==> src/rtl/sync_fifo_hs_pkg.sv <==
// Shared helpers for the sync_fifo_hs handshake FIFO.
// Holds no types; only the threshold compare used for almost_full.
package sync_fifo_hs_pkg;

   function automatic logic at_or_above(input int unsigned value, input int unsigned thresh);
      return (value >= thresh);
   endfunction

endpackage

==> src/rtl/sync_fifo_ram.sv <==
// Storage array for sync_fifo_hs: synchronous write, combinational read.
// srst clears every word so a reset or flushed FIFO presents zero at its head.
module sync_fifo_ram #(
   parameter int unsigned ADDR_WIDTH = 4,
   parameter int unsigned DATA_WIDTH = 16
) (
   input  logic                  aclk,
   input  logic                  aresetn,
   input  logic                  srst,
   input  logic                  wr_en,
   input  logic [ADDR_WIDTH-1:0] addr_in,
   input  logic [DATA_WIDTH-1:0] data_in,
   input  logic [ADDR_WIDTH-1:0] addr_out,
   output logic [DATA_WIDTH-1:0] data_out
);

   localparam int unsigned DEPTH = 32'd1 << ADDR_WIDTH;

   logic [DATA_WIDTH-1:0] mem_r [DEPTH];

   // Word write; clear has priority so an in-flight write is dropped.
   always_ff @(posedge aclk) begin
      if (!aresetn || srst) begin
         for (int i = 0; i < DEPTH; i++) begin
            mem_r[i] <= {DATA_WIDTH{1'b0}};
         end
      end else if (wr_en) begin
         mem_r[addr_in] <= data_in;
      end
   end

   assign data_out = mem_r[addr_out];

endmodule

==> src/rtl/sync_fifo_hs.sv <==
// Single-clock valid/ready FIFO with first-word fall-through read,
// registered occupancy, almost_full and sticky overflow/underflow flags.
module sync_fifo_hs
   import sync_fifo_hs_pkg::*;
#(
   parameter int unsigned ADDR_WIDTH   = 4,
   parameter int unsigned DATA_WIDTH   = 16,
   parameter int unsigned AFULL_THRESH = 12
) (
   input  logic                  aclk,
   input  logic                  aresetn,
   input  logic                  flush,
   input  logic                  s_valid,
   output logic                  s_ready,
   input  logic [DATA_WIDTH-1:0] s_data,
   output logic                  m_valid,
   input  logic                  m_ready,
   output logic [DATA_WIDTH-1:0] m_data,
   output logic [ADDR_WIDTH:0]   count,
   output logic                  almost_full,
   output logic                  overflow,
   output logic                  underflow
);

   logic [ADDR_WIDTH:0] wr_ptr_r;
   logic [ADDR_WIDTH:0] rd_ptr_r;
   logic [ADDR_WIDTH:0] count_r;
   logic [ADDR_WIDTH:0] count_nxt_s;
   logic                almost_full_r;
   logic                overflow_r;
   logic                underflow_r;
   logic                empty_s;
   logic                full_s;
   logic                push_s;
   logic                pop_s;
   logic                ram_srst_s;

   // Wrap bit distinguishes full from empty when the address bits match.
   assign empty_s = (wr_ptr_r == rd_ptr_r);
   assign full_s  = (wr_ptr_r[ADDR_WIDTH-1:0] == rd_ptr_r[ADDR_WIDTH-1:0]) &&
                    (wr_ptr_r[ADDR_WIDTH] != rd_ptr_r[ADDR_WIDTH]);

   assign s_ready    = !full_s;
   assign m_valid    = !empty_s;
   assign push_s     = s_valid && s_ready;
   assign pop_s      = m_valid && m_ready;
   assign ram_srst_s = !aresetn || flush;

   // Next occupancy, shared by the count register and almost_full.
   always_comb begin
      count_nxt_s = count_r;
      if (flush) begin
         count_nxt_s = {(ADDR_WIDTH+1){1'b0}};
      end else if (push_s && !pop_s) begin
         count_nxt_s = count_r + (ADDR_WIDTH+1)'(1'b1);
      end else if (!push_s && pop_s) begin
         count_nxt_s = count_r - (ADDR_WIDTH+1)'(1'b1);
      end else begin
         count_nxt_s = count_r;
      end
   end

   // Pointers, occupancy and status flags; flush clears like reset.
   always_ff @(posedge aclk) begin
      if (!aresetn || flush) begin
         wr_ptr_r      <= {(ADDR_WIDTH+1){1'b0}};
         rd_ptr_r      <= {(ADDR_WIDTH+1){1'b0}};
         count_r       <= {(ADDR_WIDTH+1){1'b0}};
         almost_full_r <= 1'b0;
         overflow_r    <= 1'b0;
         underflow_r   <= 1'b0;
      end else begin
         if (push_s) begin
            wr_ptr_r <= wr_ptr_r + (ADDR_WIDTH+1)'(1'b1);
         end
         if (pop_s) begin
            rd_ptr_r <= rd_ptr_r + (ADDR_WIDTH+1)'(1'b1);
         end
         count_r       <= count_nxt_s;
         almost_full_r <= at_or_above(32'(count_nxt_s), AFULL_THRESH);
         if (s_valid && full_s) begin
            overflow_r <= 1'b1;
         end
         if (m_ready && empty_s) begin
            underflow_r <= 1'b1;
         end
      end
   end

   assign count       = count_r;
   assign almost_full = almost_full_r;
   assign overflow    = overflow_r;
   assign underflow   = underflow_r;

   sync_fifo_ram #(
      .ADDR_WIDTH (ADDR_WIDTH),
      .DATA_WIDTH (DATA_WIDTH)
   ) u_ram (
      .aclk     (aclk),
      .aresetn  (1'b1),
      .srst     (ram_srst_s),
      .wr_en    (push_s),
      .addr_in  (wr_ptr_r[ADDR_WIDTH-1:0]),
      .data_in  (s_data),
      .addr_out (rd_ptr_r[ADDR_WIDTH-1:0]),
      .data_out (m_data)
   );

endmodule

==> config.mk <==
export PLATFORM = sky130hd
export DESIGN_NAME = sync_fifo_hs
export DESIGN_NICKNAME = d
export VERILOG_FILES = /design/src/rtl/sync_fifo_hs_pkg.sv /design/src/rtl/sync_fifo_ram.sv /design/src/rtl/sync_fifo_hs.sv
export SDC_FILE = /design/constraint.sdc
export NUM_CORES = 1
export LEC_CHECK = 0
export ABC_AREA = 1
export CORE_MARGIN = 5
export CORE_UTILIZATION = 40
export CTS_CLUSTER_DIAMETER = 80
export DETAILED_ROUTE_END_ITERATION = 8
export SLEW_MARGIN = 25
export SYNTH_ARGS = -nofsm -noshare
export SYNTH_HDL_FRONTEND = slang
export SYNTH_HIERARCHICAL = 1
export SYNTH_SLANG_ARGS = --single-unit
==> constraint.sdc <==
create_clock -name aclk -period 3.3 [get_ports aclk]
set_input_delay 0.825 -clock aclk [delete_from_list [all_inputs] [get_ports aclk]]
set_output_delay 0.825 -clock aclk [all_outputs]
set_load 0.01 [all_outputs]
# Yosys cells after proc, flatten, opt, wreduce, memory -nomap -nowiden
# Memories as Yosys holds them, arrays and structs flattened. A register that Yosys moved wholly into a read port is not among the register bits.
# Index checks and enable logic that the tools add are counted.
[word_totals] register_bits=18 in_bits=21 mem_bits_rw=256 out_inout_bits=26 memories=1
[classes] n_reduce_logical=14 n_eq_ne=3 n_mux=13 n_lt_le_gt_ge=1 addsub=4
[memory_table] name="u_ram.mem_r" words=16 width=16 read_ports=1 rd_ports_with_merged_regs=1 write_ports=16 line="sync_fifo_ram.sv:19" text="logic [DATA_WIDTH-1:0] mem_r [DEPTH];"
[ops] operator="$mux W16" count=1
[ops] operator="$reduce_or A16 Y1" count=1
[ops] operator="$add A5 B1 Y5 const B" count=3
[ops] operator="$mux W5" count=3
[ops] operator="$mux W4" count=3
[ops] operator="$logic_and A1 B1 Y1" count=7
[ops] operator="$mux W1" count=6
[ops] operator="$eq A5 B5 Y1" count=1
[ops] operator="$ge A5 B4 Y1 const B" count=1
[ops] operator="$logic_not A1 Y1" count=5
[ops] operator="$sub A5 B1 Y5 const B" count=1
[ops] operator="$eq A4 B4 Y1" count=1
[ops] operator="$logic_or A1 B1 Y1" count=1
[ops] operator="$ne A1 B1 Y1" count=1

# Longest topological paths before layout
# Gate-level depths: netlist of the first run.
[logic_depth] depth_word=10 ltp_mapped=14 mapped_depth_nobuf=14

# Cells and area by module
# The synthesis of the first run kept the hierarchy.
[modules_own_cells] module="sync_fifo_ram" area_each_um2=12355.6 seq_area_each_um2=7687.4 n_inst=1 cells_per_inst=1384
[modules_own_cells] module="sync_fifo_hs" area_each_um2=1049.8 seq_area_each_um2=360.3 n_inst=1 cells_per_inst=147

# Least setup slack after synthesis of the first run
# Ideal clock, no wire load.
[synth_path] kind="input-to-reg" startpoint="in aresetn" endpoint="mem u_ram.mem_r[10][0], enable pin" path_slack_ns=0.557 n_path_buf=1 arrival_ns=2.372 stages=9 path_cell_list="inv_1 nor2_1 inv_1 nor2_4 nand2_4 nor3_2 nand2_2 buf_6 nand2_1"
[synth_lines] item="from (decl)" line="sync_fifo_hs.sv:11" text="input logic aresetn,"
[synth_lines] item="to (decl)" line="sync_fifo_ram.sv:19"

==> metrics, run 1 <==
WL/cell=17.4 microns; Hold Path Depth=2; Max Clk Rate=311 MHz; Critical-path top delay cell=clkdlybuf4s50_1; Nets=1608; first-pass GRT wire length=54000 microns; critical path's largest stage delay=550 ps; cell breakdown of the critical path=inv_2, buf_16, nand3_1, nand3_1, nand3_1, nand2_1, clkdlybuf4s50_1; Antenna Cells=0; CTS clock-pin slew for the worst setup and hold paths=50 ps; initial antenna violation count=0; storage element area=8050 sq um; Synth top area share=0.573; worst r2r dst=u_ram/mem_r[6][11]; ratio of cells with drive above 1 in the final layout=0.0922; r2r startpoint=rd_ptr_r[0]; CP endpoint kind=output pin; largest net degree at the start of global routing=65; Netlist Area Pre-Place=13400 sq um; Synth Register Bits=274; Post-synth EDFFs=256; CTS Buffer Depth=3; Slew @ Worst Pin=810 ps; clock sinks=274; P per Cell Area=498 nW/um^2; Port Buffers=46; vias in the first global route=9870; Worst Path Required=2470 ps; most common cell after layout, fill and taps aside=nand2_1; I/O Pins=47; Relative slew margins=0.459; first drt pass iteration count=5; Fillers=3230; Hold Crit Class=register to register; Pleak=7.11 nW; worst vdd ir=0.000376 V; fin crit period=3210 ps; final-report max-slew violation count=0; sequential fraction of the synthesis area=0.600; final setup TNS=0 ps; Initial Util=0.403; fin util=0.473; die area=37300 sq um; syn_area_per_cell=8.76 sq um; dpl cell area=14500 sq um; leading area contributor after synthesis=edfxtp_1; Antenna Nets Post-Route=0; most frequent cells in the layout=nand2_1 (381), nor2_1 (269), edfxtp_1 (256), inv_1 (240), nand3_1 (202); Core Box Area=33300 sq um; Root Driver=clkbuf_16; hold_buf cts=0; hold path endpoint=overflow; Die H=193 microns; total power=7.84 mW; synth top area cells=edfxtp_1 (57%), nand2_1 (11%), nand3_1 (7.6%); Clk Latency, worst-skew pair=550 ps; yosys synthesis warning count=6; kind of start point of the critical path=register; Multi-input gate area=4010 sq um; GR Util All Layers=0.185; RSZ-0062 raised after global routing=no; Hold Fails Final Rpt=0; CTS tree=built; r2r setup slk=620 ps; routed wire length=35800 microns; worst min-delay path startpoint=overflow; ys flop type=edfxtp_1; critical path class=register to output pin; GRT overflow=0; DR iter-0 viols=850; PnR worst setup slack=87.8 ps; vias=10000; max-cap violation count=0; Final Instance Area=15700 sq um; DRC=0; CP max FO=32; Die Width=193 microns; CP arrival=2390 ps; number of placement rows=67; CP dominant cell by count=nand3_1; Post-synth ARST share=0; number of CTS-inserted buffers=30; Place WS=225 ps; H-tree level count=1; Synth-to-Final Area Change=17.3%; Reg2Reg Depth=14; routability cong.=0.833; library cells used by synthesis=32; fin crit share=0.973; Final setup viols=0; mean number of vias per cell=4.89; clock skew=6.12 ps; Syn Inst Count=1531; outcome=finished, final reports clean; post-detail-place hpwl=21800 microns; Post-Syn Nets=1556
==> area by class of cell <==
type,count,share of cell area
repair buffers,107,0.0761
inverters,244,0.0587
clock inverters,14,0.00907
multi-input cells,926,0.255
clock buffers,41,0.0536
flip-flops and latches,274,0.512
well taps,448,0.0356
==> routing by layer <==
layer	GRT usage	routed length, microns	vias up
li1	-	-	4922
met1	0.244	15300	4799
met2	0.329	18000	266
met3	0.0218	1750	48
met4	0.0436	792	0
met5	0	0	-
==> where the power goes <==
part	internal [mW]	switching [mW]
logic	0.197	0.382
clock network	2.01	1.32
registers	3.89	0.0406
==> worst max path at each step <==
stage	startpoint	to	slack (ps)	depth (start not counted)
CTS	rd_ptr_r[0]	m_data[12]	1	8
finish	rd_ptr_r[1]	m_data[8]	90	7
floorplan	aresetn	u_ram/mem_r[10][0]	560	9
global placement	aresetn	u_ram/mem_r[6][13]	220	11
global route	rd_ptr_r[0]	m_valid	10	8
detailed placement	aresetn	u_ram/mem_r[6][12]	230	11
==> state kept, by name, summed over array words and instances (netlist names) <==
| name | flops |
|---|---|
| almost_full | 1 |
| count | 5 |
| overflow | 1 |
| rd_ptr_r | 5 |
| u_ram/mem_r | 256 |
| underflow | 1 |
| wr_ptr_r | 5 |
==> what timing repair did <==
action / CTS / global route
pin swaps: 0 / 0
setup buffers: 4 / 0
resized for setup: 6 / 20
endpoints found under the setup margin: 15 / 16
cloned: 1 / 5
==> worst max-delay path: cells and delay by family (launching register included) <==
kind | cells | cell delay [ps]
buf+inv | 3 | 950
simple gates | 4 | 520
flops | 1 | 340
==> cells in the mapped netlist (3+ instances only) <==
| library cell | n |
|---|---|
| nor2_4 | 3 |
| nand2_1 | 382 |
| nor3_1 | 6 |
| a21oi_1 | 10 |
| nor2_1 | 269 |
| clkbuf_1 | 42 |
| ha_1 | 4 |
| o21ai_0 | 10 |
| buf_6 | 13 |
| edfxtp_1 | 256 |
| nor3_2 | 3 |
| inv_2 | 3 |
| inv_1 | 241 |
| buf_1 | 17 |
| dfxtp_1 | 18 |
| nand2_2 | 18 |
| buf_2 | 14 |
| nand3_1 | 204 |
==> metrics by stage <==
| stage | hold slack, ps | instances |
|---|---|---|
| 4_1_cts | 463 | 2049 |
| 3_5_place_dp | 442 | 1989 |
| 6_report | 461 | 2054 |
| 5_1_grt | 494 | 2054 |
| 2_1_floorplan | 465 | 1531 |
| 3_3_place_gp | 463 | 1989 |
==> cell families (layout without fill, tap and decap cells) <==
logic type | count (synthesis) | count (layout) | synth area share
AOI/OAI and AO/OA | 23 | 23 | 0.00924
xor gates and xnor gates | 3 | 3 | 0.00252
adders and majority gates | 4 | 4 | 0.00373
buffers and inverters | 331 | 406 | 0.102
DFF | 274 | 274 | 0.600
other | 1 | 1 | 0.000280
and+or+nand+nor | 895 | 895 | 0.282
No activity file was read; power rests on OpenSTA's default activity.
==> run 2: changes to the inputs <==
--- a/config.mk
+++ b/config.mk
@@ -12,2 +12,3 @@
 export DETAILED_ROUTE_END_ITERATION = 8
+export GPL_TIMING_DRIVEN = 0
 export SLEW_MARGIN = 25
==> constraint.sdc (replaced) <==
create_clock -name aclk -period 4 [get_ports aclk]
set_input_delay 1 -clock aclk [delete_from_list [all_inputs] [get_ports aclk]]
set_output_delay 1 -clock aclk [all_outputs]
set_load 0.005 [all_outputs]
==> run 2 against run 1 <==
- worst hold slack lost 4.0 ps
- via count is 2.6% higher
- clock power is 12% lower
- register-to-register slack improved by 210 ps
- clock skew rose by 9.7 ps
- cell area fell by 1.4%
==> metrics, run 2 (synthesis gave the netlist of run 1 again) <==
outcome=finished, final reports clean (unchanged); Antenna Nets Post-Route=0 (unchanged); Internal Power=5.16 mW (was 6.10 mW); worst vdd ir=0.000341 V (was 0.000376 V); post-detail-place hpwl=25700 microns (was 21800 microns); CP max FO=10 (was 32); Die Width=193 microns (unchanged); ratio of cells with drive above 1 in the final layout=0.0845 (was 0.0922); hold_buf cts=0 (unchanged); Nets=1634 (was 1608); r2r setup slk=830 ps (was 620 ps); GRT overflow=0 (unchanged); first drt pass iteration count=6 (was 5); Hold Crit Class=register to register (unchanged); die area=37300 sq um (unchanged); Die H=193 microns (unchanged); P per Cell Area=427 nW/um^2 (was 498 nW/um^2); final setup TNS=0 ps (unchanged); Clock power frac=0.441 (was 0.424); Worst Setup SP=rd_ptr_r[2] (was rd_ptr_r[1]); CP endpoint kind=output pin (unchanged); Port Buffers=46 (unchanged); r2r startpoint=rd_ptr_r[0] (unchanged); number of CTS-inserted buffers=30 (unchanged); CTS clock-pin slew for the worst setup and hold paths=60 ps (was 50 ps); switching power=1.47 mW (was 1.74 mW); storage element area=8050 sq um (about the same); Fin Hold WS=457 ps (was 461 ps); clock skew=15.8 ps (was 6.12 ps); kind of start point of the critical path=register (unchanged); vias=10300 (was 10000); mean number of vias per cell=4.95 (was 4.89); most frequent cells in the layout=nand2_1 (382), nor2_1 (269), edfxtp_1 (256), inv_1 (241), nand3_1 (204) (was nand2_1 (381), nor2_1 (269), edfxtp_1 (256), inv_1 (240), nand3_1 (202)); DR iter-0 viols=877 (was 850); Fillers=3227 (was 3230); critical path class=register to output pin (unchanged); WL/cell=17.5 microns (was 17.4 microns); largest net degree at the start of global routing=17 (was 65); routed wire length=36400 microns (was 35800 microns); fin crit share=0.977; Clk Latency, worst-skew pair=550 ps (about the same); Root Driver=clkbuf_16 (unchanged); Core Box Area=33300 sq um (unchanged); final-report max-slew violation count=0 (unchanged); number of placement rows=67 (unchanged); GR Util All Layers=0.195 (was 0.185); fin util=0.466 (was 0.473); Reg2Reg Depth=11 (was 14); CP arrival=2910 ps (was 2390 ps); Antenna Cells=0 (unchanged); most common cell after layout, fill and taps aside=nand2_1 (unchanged); H-tree level count=1 (unchanged); PnR worst setup slack=90.8 ps (was 87.8 ps); Largest Register=u_ram/mem_r (unchanged); switching share of power=0.221 (was 0.222); worst r2r dst=u_ram/mem_r[13][11] (was u_ram/mem_r[6][11]); Place WS=-324 ps (was 225 ps); Multi-input gate area=4000 sq um (was 4010 sq um); Pleak=6.86 nW (was 7.11 nW); max FFs per register=256 (unchanged); DRC=0 (unchanged); Slew @ Worst Pin=877 ps (was 810 ps); initial antenna violation count=1 (was 0); fin crit period=3910 ps; total power=6.62 mW (was 7.84 mW); vias in the first global route=10100 (was 9870); Synth-to-Final Area Change=15.7% (was 17.3%); max-cap violation count=0 (unchanged); Relative slew margins=0.414 (was 0.459); Hold Fails Final Rpt=0 (unchanged); Logic pwr share=0.069 (was 0.074); CTS tree=built (unchanged); Worst Path Required=3000 ps (was 2470 ps); CTS Buffer Depth=3 (unchanged); Final setup viols=0 (unchanged); Max Clk Rate=256 MHz; I/O Pins=47 (unchanged); routability cong.=0.868 (was 0.833); Initial Util=0.403 (unchanged); Sequential Power Share=0.490 (was 0.502); clock sinks=274 (unchanged); first-pass GRT wire length=55800 microns (was 54000 microns); last element of the critical path=m_data[5] (was m_data[8])
==> run 2: cell count changes in the layout (fill, tap and decap cells not counted), sizes merged <==
cell,change
buf,-18
bufinv,+2
clkbuf,+42
clkdlybuf4s50,+12
clkinvlp,+1
dlygate4sd2,-2
dlymetal6s2s,-10
==> run 2: layout make-up <==
type | count | area share
Sequential cell | 274 | 0.519
Multi-Input combinational cell | 926 | 0.258
Inverter | 244 | 0.0590
Clock buffer | 39 | 0.0545
Tap cell | 448 | 0.0361
Buffer | 87 | 0.0311
Timing Repair Buffer | 46 | 0.0297
Clock inverter | 17 | 0.0133
==> run 2: what timing repair did <==
action / in CTS / in global routing
resized for setup: 10 / 31
hold endpoints to repair: 0 / 0
setup endpoints to repair: 16 / 16
buffers inserted: 0 / 0
==> run 2: per-layer routing <==
| layer | wire, microns | GRT usage | vias up |
|---|---|---|---|
| li1 | - | - | 4981 |
| met1 | 15400 | 0.258 | 4927 |
| met2 | 17700 | 0.339 | 325 |
| met3 | 2270 | 0.0277 | 57 |
| met4 | 966 | 0.0539 | 2 |
| met5 | 13 | 0 | - |
==> run 2: worst min-delay path by stage <==
stage | to | start | depth (start not counted)
after floorplan | overflow | overflow | 2
after global routing | overflow | overflow | 2
after CTS | overflow | overflow | 2
final | overflow | overflow | 2
after detailed placement | overflow | overflow | 2
after global placement | overflow | overflow | 2
==> run 2: critical path: stages, from the launching register on <==
cell and delay [ps]:
dfxtp_1 410, clkbuf_1 340, inv_1 240, clkbuf_2 350, nand3_1 190, nand3_1 150, nand2_1 170, clkdlybuf4s50_1 510
==> run 2: per-stage QoR <==
step,instance area [sq um],instances
2_1_floorplan,13400,1531
3_3_place_gp,14400,2025
3_5_place_dp,14400,2025
4_1_cts,15500,2081
5_1_grt,15500,2081
6_report,15500,2081
==> run 2: power by group through the flow <==
stage	clock network [mW]	logic, mW	registers, mW
CTS	2.97	0.458	3.24
global placement	0	0.450	3.30
floorplan	0	0.264	3.29
detailed placement	0	0.454	3.30
finish	2.92	0.457	3.24
global route	3.10	0.502	3.25
